### src/rtl/multicycle_control_fsm.sv
// Main control unit for the multicycle RISC-V datapath: instruction sequencer,
// ALU decoder and immediate-type decoder.
//
// state    | meaning
// ---------+------------------------------------------------------------
// FETCH    | read instruction at PC into IR, PC <= PC + 4
// DECODE   | read registers, compute branch target OldPC + imm
// MEMADR   | compute load/store address A + imm
// MEMREAD  | read data memory at ALUOut
// MEMWB    | write loaded data to register file
// MEMWRITE | write B register to data memory at ALUOut
// EXECUTER | R-type ALU operation A op B
// EXECUTEI | I-type ALU operation A op imm
// ALUWB    | write ALUOut to register file
// BEQ      | compare A - B, update PC with branch target when zero
// JAL      | PC <= target, compute return address OldPC + 4
module multicycle_control_fsm (
   input  logic       clk,
   input  logic       reset,
   input  logic [6:0] op,
   input  logic [2:0] funct3,
   input  logic       funct7b5,
   input  logic       zero,
   output logic       PCWrite,
   output logic       AdrSrc,
   output logic       MemWrite,
   output logic       IRWrite,
   output logic       RegWrite,
   output logic [1:0] ResultSrc,
   output logic [1:0] ALUSrcA,
   output logic [1:0] ALUSrcB,
   output logic [2:0] ALUControl,
   output logic [1:0] ImmSrc,
   output logic [3:0] state
);

   typedef enum logic [3:0] {
      S_FETCH    = 4'd0,
      S_DECODE   = 4'd1,
      S_MEMADR   = 4'd2,
      S_MEMREAD  = 4'd3,
      S_MEMWB    = 4'd4,
      S_MEMWRITE = 4'd5,
      S_EXECUTER = 4'd6,
      S_EXECUTEI = 4'd7,
      S_ALUWB    = 4'd8,
      S_BEQ      = 4'd9,
      S_JAL      = 4'd10
   } state_t;

   localparam logic [6:0] OP_LW   = 7'b0000011;
   localparam logic [6:0] OP_SW   = 7'b0100011;
   localparam logic [6:0] OP_R    = 7'b0110011;
   localparam logic [6:0] OP_I    = 7'b0010011;
   localparam logic [6:0] OP_BEQ  = 7'b1100011;
   localparam logic [6:0] OP_JAL  = 7'b1101111;

   state_t     state_q, state_d;
   logic       pc_update, branch;
   logic       mem_write_raw, ir_write_raw, reg_write_raw;
   logic [1:0] alu_op;

   // State register; reset low drops straight back to FETCH without a clock
   always_ff @(posedge clk or negedge reset) begin
      if (!reset) state_q <= S_FETCH;
      else        state_q <= state_d;
   end

   // Next-state sequencing
   always_comb begin
      state_d = S_FETCH;
      case (state_q)
         S_FETCH:  state_d = S_DECODE;
         S_DECODE: begin
            case (op)
               OP_LW, OP_SW: state_d = S_MEMADR;
               OP_R:         state_d = S_EXECUTER;
               OP_I:         state_d = S_EXECUTEI;
               OP_BEQ:       state_d = S_BEQ;
               OP_JAL:       state_d = S_JAL;
               default:      state_d = S_FETCH;
            endcase
         end
         S_MEMADR:   state_d = (op == OP_LW) ? S_MEMREAD : S_MEMWRITE;
         S_MEMREAD:  state_d = S_MEMWB;
         S_EXECUTER, S_EXECUTEI, S_JAL: state_d = S_ALUWB;
         default:    state_d = S_FETCH;
      endcase
   end

   // Per-state datapath controls; unused codes leave everything at zero
   always_comb begin
      pc_update     = 1'b0;
      branch        = 1'b0;
      AdrSrc        = 1'b0;
      mem_write_raw = 1'b0;
      ir_write_raw  = 1'b0;
      reg_write_raw = 1'b0;
      ResultSrc     = 2'b00;
      ALUSrcA       = 2'b00;
      ALUSrcB       = 2'b00;
      alu_op        = 2'b00;
      case (state_q)
         S_FETCH: begin
            ir_write_raw = 1'b1;
            ALUSrcB      = 2'b10;
            ResultSrc    = 2'b10;
            pc_update    = 1'b1;
         end
         S_DECODE: begin
            ALUSrcA = 2'b01;
            ALUSrcB = 2'b01;
         end
         S_MEMADR: begin
            ALUSrcA = 2'b10;
            ALUSrcB = 2'b01;
         end
         S_MEMREAD: AdrSrc = 1'b1;
         S_MEMWB: begin
            ResultSrc     = 2'b01;
            reg_write_raw = 1'b1;
         end
         S_MEMWRITE: begin
            AdrSrc        = 1'b1;
            mem_write_raw = 1'b1;
         end
         S_EXECUTER: begin
            ALUSrcA = 2'b10;
            alu_op  = 2'b10;
         end
         S_EXECUTEI: begin
            ALUSrcA = 2'b10;
            ALUSrcB = 2'b01;
            alu_op  = 2'b10;
         end
         S_ALUWB: reg_write_raw = 1'b1;
         S_BEQ: begin
            ALUSrcA = 2'b10;
            alu_op  = 2'b01;
            branch  = 1'b1;
         end
         S_JAL: begin
            ALUSrcA   = 2'b01;
            ALUSrcB   = 2'b10;
            pc_update = 1'b1;
         end
         default: ;
      endcase
   end

   // Write enables are gated by reset so no write can land while it is low
   assign PCWrite  = reset & (pc_update | (branch & zero));
   assign MemWrite = reset & mem_write_raw;
   assign IRWrite  = reset & ir_write_raw;
   assign RegWrite = reset & reg_write_raw;
   assign state    = state_q;

   // ALU decoder; subtract for R-type funct3=000 only when op[5] marks R-type
   always_comb begin
      ALUControl = 3'b000;
      case (alu_op)
         2'b01: ALUControl = 3'b001;
         2'b10: begin
            case (funct3)
               3'b000:  ALUControl = (op[5] & funct7b5) ? 3'b001 : 3'b000;
               3'b010:  ALUControl = 3'b101;
               3'b110:  ALUControl = 3'b011;
               3'b111:  ALUControl = 3'b010;
               default: ALUControl = 3'b000;
            endcase
         end
         default: ALUControl = 3'b000;
      endcase
   end

   // Immediate format from the opcode alone
   always_comb begin
      ImmSrc = 2'b00;
      case (op)
         OP_SW:   ImmSrc = 2'b01;
         OP_BEQ:  ImmSrc = 2'b10;
         OP_JAL:  ImmSrc = 2'b11;
         default: ImmSrc = 2'b00;
      endcase
   end

endmodule
### config.mk
export PLATFORM = sky130hd
export DESIGN_NAME = multicycle_control_fsm
export DESIGN_NICKNAME = d
export VERILOG_FILES = /design/src/rtl/multicycle_control_fsm.sv
export SDC_FILE = /design/constraint.sdc
export NUM_CORES = 1
export LEC_CHECK = 0
export CAP_MARGIN = 5
export CORE_MARGIN = 5
export CORE_UTILIZATION = 33
export CTS_BUF_LIST = sky130_fd_sc_hd__clkbuf_4 sky130_fd_sc_hd__clkbuf_8 sky130_fd_sc_hd__clkbuf_16
export CTS_CLUSTER_DIAMETER = 80
export DETAILED_ROUTE_END_ITERATION = 10
export PLACE_DENSITY = 0.85
export SLEW_MARGIN = 40
export SYNTH_ARGS = -nofsm -noshare
export SYNTH_HDL_FRONTEND = slang
export SYNTH_SLANG_ARGS = --single-unit
### constraint.sdc
create_clock -name clk -period 1.79 [get_ports clk]
set_input_delay 0.358 -clock clk [delete_from_list [all_inputs] [get_ports clk]]
set_output_delay 0.358 -clock clk [all_outputs]
set_load 0.01 [all_outputs]
# Word-level counts from Yosys, hierarchy flattened
# Index checks and enable logic that the tools add are counted.
[totals] wordCells=57 ff_bits=4 out_inout_bits=20 in_bits=14
[op_classes] mux=17 n_eq_ne=21 bitwise=7 n_reduce_logical=11
[ops] op="4-bit case mux with 5 select lines" count=2
[ops] op="4-bit by 3-bit == test with 1-bit output, second input constant" count=4
[ops] op="2-bit case mux with 2 select lines" count=4
[ops] op="7-bit by 6-bit == test with 1-bit output, second input constant" count=2
[ops] op="7-bit == test, second input constant" count=2
[ops] op="4-bit == test, second input constant" count=3
[ops] op="3-bit case mux with 4 select lines" count=1
[ops] op="2-bit OR reduction" count=6
[ops] op="4-bit by 2-bit == test with 1-bit output, second input constant" count=2
[ops] op="7-bit by 2-bit == test with 1-bit output, second input constant" count=1
[ops] op="7-bit by 5-bit == test with 1-bit output, second input constant" count=1
[ops] op="1-bit two-way mux" count=7
[ops] op="1-bit bitwise AND" count=6
[ops] op="3-bit == test, second input constant" count=2
[ops] op="2-bit case mux with 3 select lines" count=1
[ops] op="3-bit case mux with 2 select lines" count=1
[ops] op="3-bit OR reduction" count=2
[ops] op="4-bit by 1-bit == test with 1-bit output, second input constant" count=1
[ops] op="4-bit logical NOT" count=1
[ops] op="4-bit OR reduction" count=1
[ops] op="3-bit by 2-bit == test with 1-bit output, second input constant" count=1
[ops] op="3-bit logical NOT" count=1
[ops] op="3-bit two-way mux" count=1
[ops] op="2-bit by 1-bit == test with 1-bit output, second input constant" count=1
[ops] op="other kinds (2)" count=2

# Depth between registers and ports, before layout
[depth] word_depth=5 depth_mapped=7 mapped_depth_nobuf=6

# Worst setup path after synthesis
# OpenSTA, ideal clock, no wires.
[synth_path] path_kind="flip-flop to output port" from="register state_q[3] (netlist: state[3])" to="output ALUControl[2]" n_path_buf=1 required_ns=1.432 arrival_ns=1.605 setup_slack_ns=-0.173 path_stages_with_launch=6 path_cell_list="dfrtp_1 > clkbuf_1 > nand2b_1 > nor2_1 > ha_1 > nor4_1"
[synth_between] elab_chain_cells=5
[synth_rtl] item="start, declared" line="58" text="state_t state_q, state_d;"
[synth_rtl] item="start signal, assigned" line="66" text="else state_q <= state_d;"
[synth_rtl] item="4-bit by 3-bit == test with 1-bit output" line="103" text="case (state_q)"
[synth_rtl] item="2-bit OR reduction (no source line)"
[synth_rtl] item="2-bit case mux with 2 select lines (*)" line="103"
[synth_rtl] item="2-bit == test or 2-bit by 1-bit == test with 1-bit output (tied branches)" line="161" text="case (alu_op)"
[synth_rtl] item="3-bit case mux with 2 select lines (*)" line="161"
[synth_rtl] item="end, declared" line="32" text="output logic [2:0] ALUControl,"
# Every way passes the cells marked *; elsewhere a longest branch is shown, timed or not.

# Final worst setup path
[layout_path] from="register state_q[1] (netlist: state[1])" to="output PCWrite"
[layout_between] elab_chain_cells=5
[layout_rtl] item="4-bit == test or 4-bit logical NOT (tied branches)" line="103"
[layout_rtl] item="2-bit OR reduction (no source line) or 1-bit two-way mux (tied branches)"
[layout_rtl] item="1-bit two-way mux or 1-bit bitwise AND (tied branches)" line="103, 152"
[layout_rtl] item="1-bit OR (*)" line="152" text="assign PCWrite = reset & (pc_update | (branch & zero));"
[layout_rtl] item="1-bit bitwise AND (*)" line="152"
[layout_rtl] item="end, declared" line="24" text="output logic PCWrite,"
# Marked as above.

==> impl_metrics.csv <==
group,metric,value,unit
cells_and_area,post_route_cells_drive_above_1_share,0.455,
cells_and_area,synthToLayoutAreaGrowth,108,%
power,swShare,0.401,
power,leakage,0.525,nW
critical_path,worstPathMaxFanout,10,
sta,post-route-period-util,1.06,
logic_synthesis,yosysUniqueCellTypes,33,
critical_path,ff2ff_setup_slack,0.24,ns
route,vias_per_cell,5.34,
logic_synthesis,postSynth.topFlopCell,"dfrtp_1",
die,chipWidth,50.8,um
logic_synthesis,number_of_warnings_printed_during_yosys_synthesis,0,
grt,grt_antenna_before_repair,0,
critical_path,critical_path_class,"reg2out",
logic_synthesis,synth_simple_gate_area_share,0.481,
route,final_antenna_net_count,0,
route,avgRoutedWirePerCell,14.2,um
clock_network,maximum_clock_path_buffer_count,2,
route,wl,2110,um
sta,finalMaxSlewViolations,0,
route,firstDrtPassIters,4,
critical_path,critical_path.top_delay_family,"buffers and inverters",
outcome,failed_checks,"negative setup slack",
placed_design,gp_congestion,0.948,
sta,rsz0062_at_grt,"true",
clock_network,cts_made_buffers,3,
power,peakVddDrop,661,uV
clock_network,clock_sink_count,4,
sta,fin_setup_tns,-0.403,ns
logic_synthesis,avgSynthCellArea,7.04,um^2
power,seq_power_share,0.139,
logic_synthesis,synth_enable_flop_cells,0,
hold_path,hold_path_class,"in2async",
critical_path,cp_data_required_time,1.43,ns
sta,finalSetupViolations,5,
logic_synthesis,main_combinational_cell_family_by_area_after_synthesis,"simple AND/OR/NAND/NOR gates",
clock_network,clk_transition_reported_paths,0.04,ns
critical_path,slowest_stage_cell_on_the_critical_path,"dfrtp_1",
sta,post-route-min-period,1.90,ns
cells_and_area,design.final.nets,150,
logic_synthesis,yosys_register_bits,4,
die,initial_utilization,0.356,
critical_path,reg2reg_depth,5,
cells_and_area,insertedDiodeCount,0,
critical_path,setup.worst_path.start_class,"flop",
critical_path,worst_setup_path_end_kind,"output port",
sta,final_critical_path_setup_slack,-0.106,ns
sta,worst_slew_pin_slew,0.313,ns
logic_synthesis,synth_cells,78,
die,floorplan.core_area,1540,um^2
critical_path,arrival_time_of_data_at_the_critical_path_endpoint,1.54,ns
logic_synthesis,adder_cell_area_share_of_the_yosys_netlist,0.0456,
clock_network,worstSkewPairLatency,0.24,ns
route,detailedRoute.firstIterationViolations,12,
clock_network,htree_levels,1,
logic_synthesis,yosys.area_share.xor_xnor,0.0638,
sta,final_hold_vio_count,0,
route,post-route-drc-count,0,
cells_and_area,layout_common_cells,"buf_4, clkdlybuf4s50_1, buf_2",
grt,grt_max_degree,16,
route,route.vias.total,791,
logic_synthesis,synthesis.nets,94,
critical_path,timing.rr.start,"state[3]",
grt,grtUsageTotal,0.164,
critical_path,cp.depth,6,
placed_design,numPlacedInstances,141,
power,netSwitchingPower,328,uW
die,fp-row-count,14,
cells_and_area,mostFrequentLayoutCell,"buf_4",
die,die_y,50.8,um
logic_synthesis,synthMuxAreaShare,0,
clock_network,tritoncts,"yes",
job,cap_violations,0,
logic_synthesis,synthArstFlopShare,1.00,
power,combPwrFrac,0.720,
power,power.clock.fraction,0.141,
sta,maximum_clock_frequency,527,MHz
clock_network,cts.root.buffer_cell,"clkbuf_4",
critical_path,r2r-end,"state[0]",
placed_design,hpwl_after_dpl,1590,um
die,die-area,2580,um^2
logic_synthesis,synth_area_in_compound_gates,0.148,
grt,grt_first_pass_wirelength,3350,um
outcome,outcome,"finished, violations left",
power,power_density,718,nW/um^2
clock_network,cts-hold-fix-buffers,0,
placed_design,placement.io_buffers,33,
cells_and_area,layout.cells.non_filler,148,
power,internal_power,490,uW
sta,clock_skew,0.00788,ns
critical_path,slowest_delay,0.40,ns
logic_synthesis,seq_area_frac_synth,0.182,
critical_path,path_cells,"buf_6 > buf_8 > xor2_1 > o22ai_1 > and3_1 > buf_2",
grt,grt_overflow_total,0,
logic_synthesis,post_synth_instance_area,549,um^2
grt,via_count_of_the_first_global_routing_pass,711,
die,number_of_top_level_pins,34,
critical_path,launch_point_of_the_worst_path,"state[1]",
critical_path,crit_path_buffers_inverters,3,
cells_and_area,fin_util,0.739,
cells_and_area,largest_register_ff_count,4,
sta,max-slew-margin-rel,0.789,
==> routing by layer <==
metal | wire, um | share of wire | GRT usage
met1 | 737 | 0.35 | 0.157
met2 | 1110 | 0.53 | 0.316
met3 | 189 | 0.090 | 0.0444
met4 | 68 | 0.032 | 0.0766
met5 | 0 | 0 | 0
==> cell type report <==
| class | count | area, um^2 |
|---|---|---|
| clock buffer | 3 | 22.5 |
| fill | 115 | 402 |
| inverter | 4 | 15.0 |
| multi-input combinational | 65 | 541 |
| sequential | 4 | 100 |
| tap | 16 | 20.0 |
| timing repair buffer | 56 | 442 |
==> power groups by stage <==
| stage | logic (mW) | clock network [mW] | registers (mW) |
|---|---|---|---|
| 3_5_place_dp | 0.552 | 0 | 0.111 |
| 3_3_place_gp | 0.541 | 0 | 0.110 |
| 4_1_cts | 0.523 | 0.117 | 0.109 |
| 2_1_floorplan | 0.220 | 0 | 0.128 |
| 5_1_grt | 0.627 | 0.125 | 0.116 |
| 6_report | 0.589 | 0.116 | 0.114 |
==> through the flow <==
| step | cell area (um^2) | total power, mW | hold slack, ns | setup WS [ns] |
|---|---|---|---|---|
| floorplan | 573 | 0.348 | 0.0624 | 0.000809 |
| global placement | 1030 | 0.651 | 0.664 | -0.434 |
| detailed placement | 1030 | 0.663 | 0.676 | -0.476 |
| CTS | 1070 | 0.749 | 0.482 | -0.142 |
| global route | 1140 | 0.868 | 0.480 | -0.166 |
| finish | 1140 | 0.818 | 0.475 | -0.106 |
==> what timing repair did <==
item | CTS | global route
pin swaps | 2 | 4
gates resized for setup | 73 | 19
setup buffers | 2 | 2
setup endpoints to repair | 16 | 15
==> cell usage after synthesis (all sizes together) (2+ instances only) <==
library cell / count / area, um^2
nor2: 11 / 41.3
and3: 3 / 18.8
nand3: 2 / 10.0
o22ai: 2 / 18.8
o21ai: 3 / 15.0
buf: 3 / 21.3
nor2b: 4 / 25.0
a21oi: 3 / 15.0
nor4: 3 / 18.8
xnor2: 3 / 26.3
clkbuf: 2 / 7.51
nor3: 3 / 15.0
nand2b: 2 / 12.5
nand2: 6 / 22.5
dfrtp: 4 / 100
ha: 2 / 25.0
inv: 4 / 15.0
nor3b: 5 / 37.5
==> how the worst max path moves through the flow <==
| stage | slack, ns | endpoint |
|---|---|---|
| 6_report | -0.11 | PCWrite |
| 5_1_grt | -0.17 | ALUControl[0] |
| 4_1_cts | -0.14 | ALUControl[2] |
| 3_5_place_dp | -0.48 | ALUControl[2] |
| 3_3_place_gp | -0.43 | ImmSrc[1] |
| 2_1_floorplan | 0.0008 | ALUControl[2] |
==> kinds of logic after synthesis <==
kind of cell	Yosys count
simple gates	47
fa+ha+maj	2
flops	4
buf+inv	9
xor+xnor	4
compound gates	12
(Power assumes the default switching activity.)
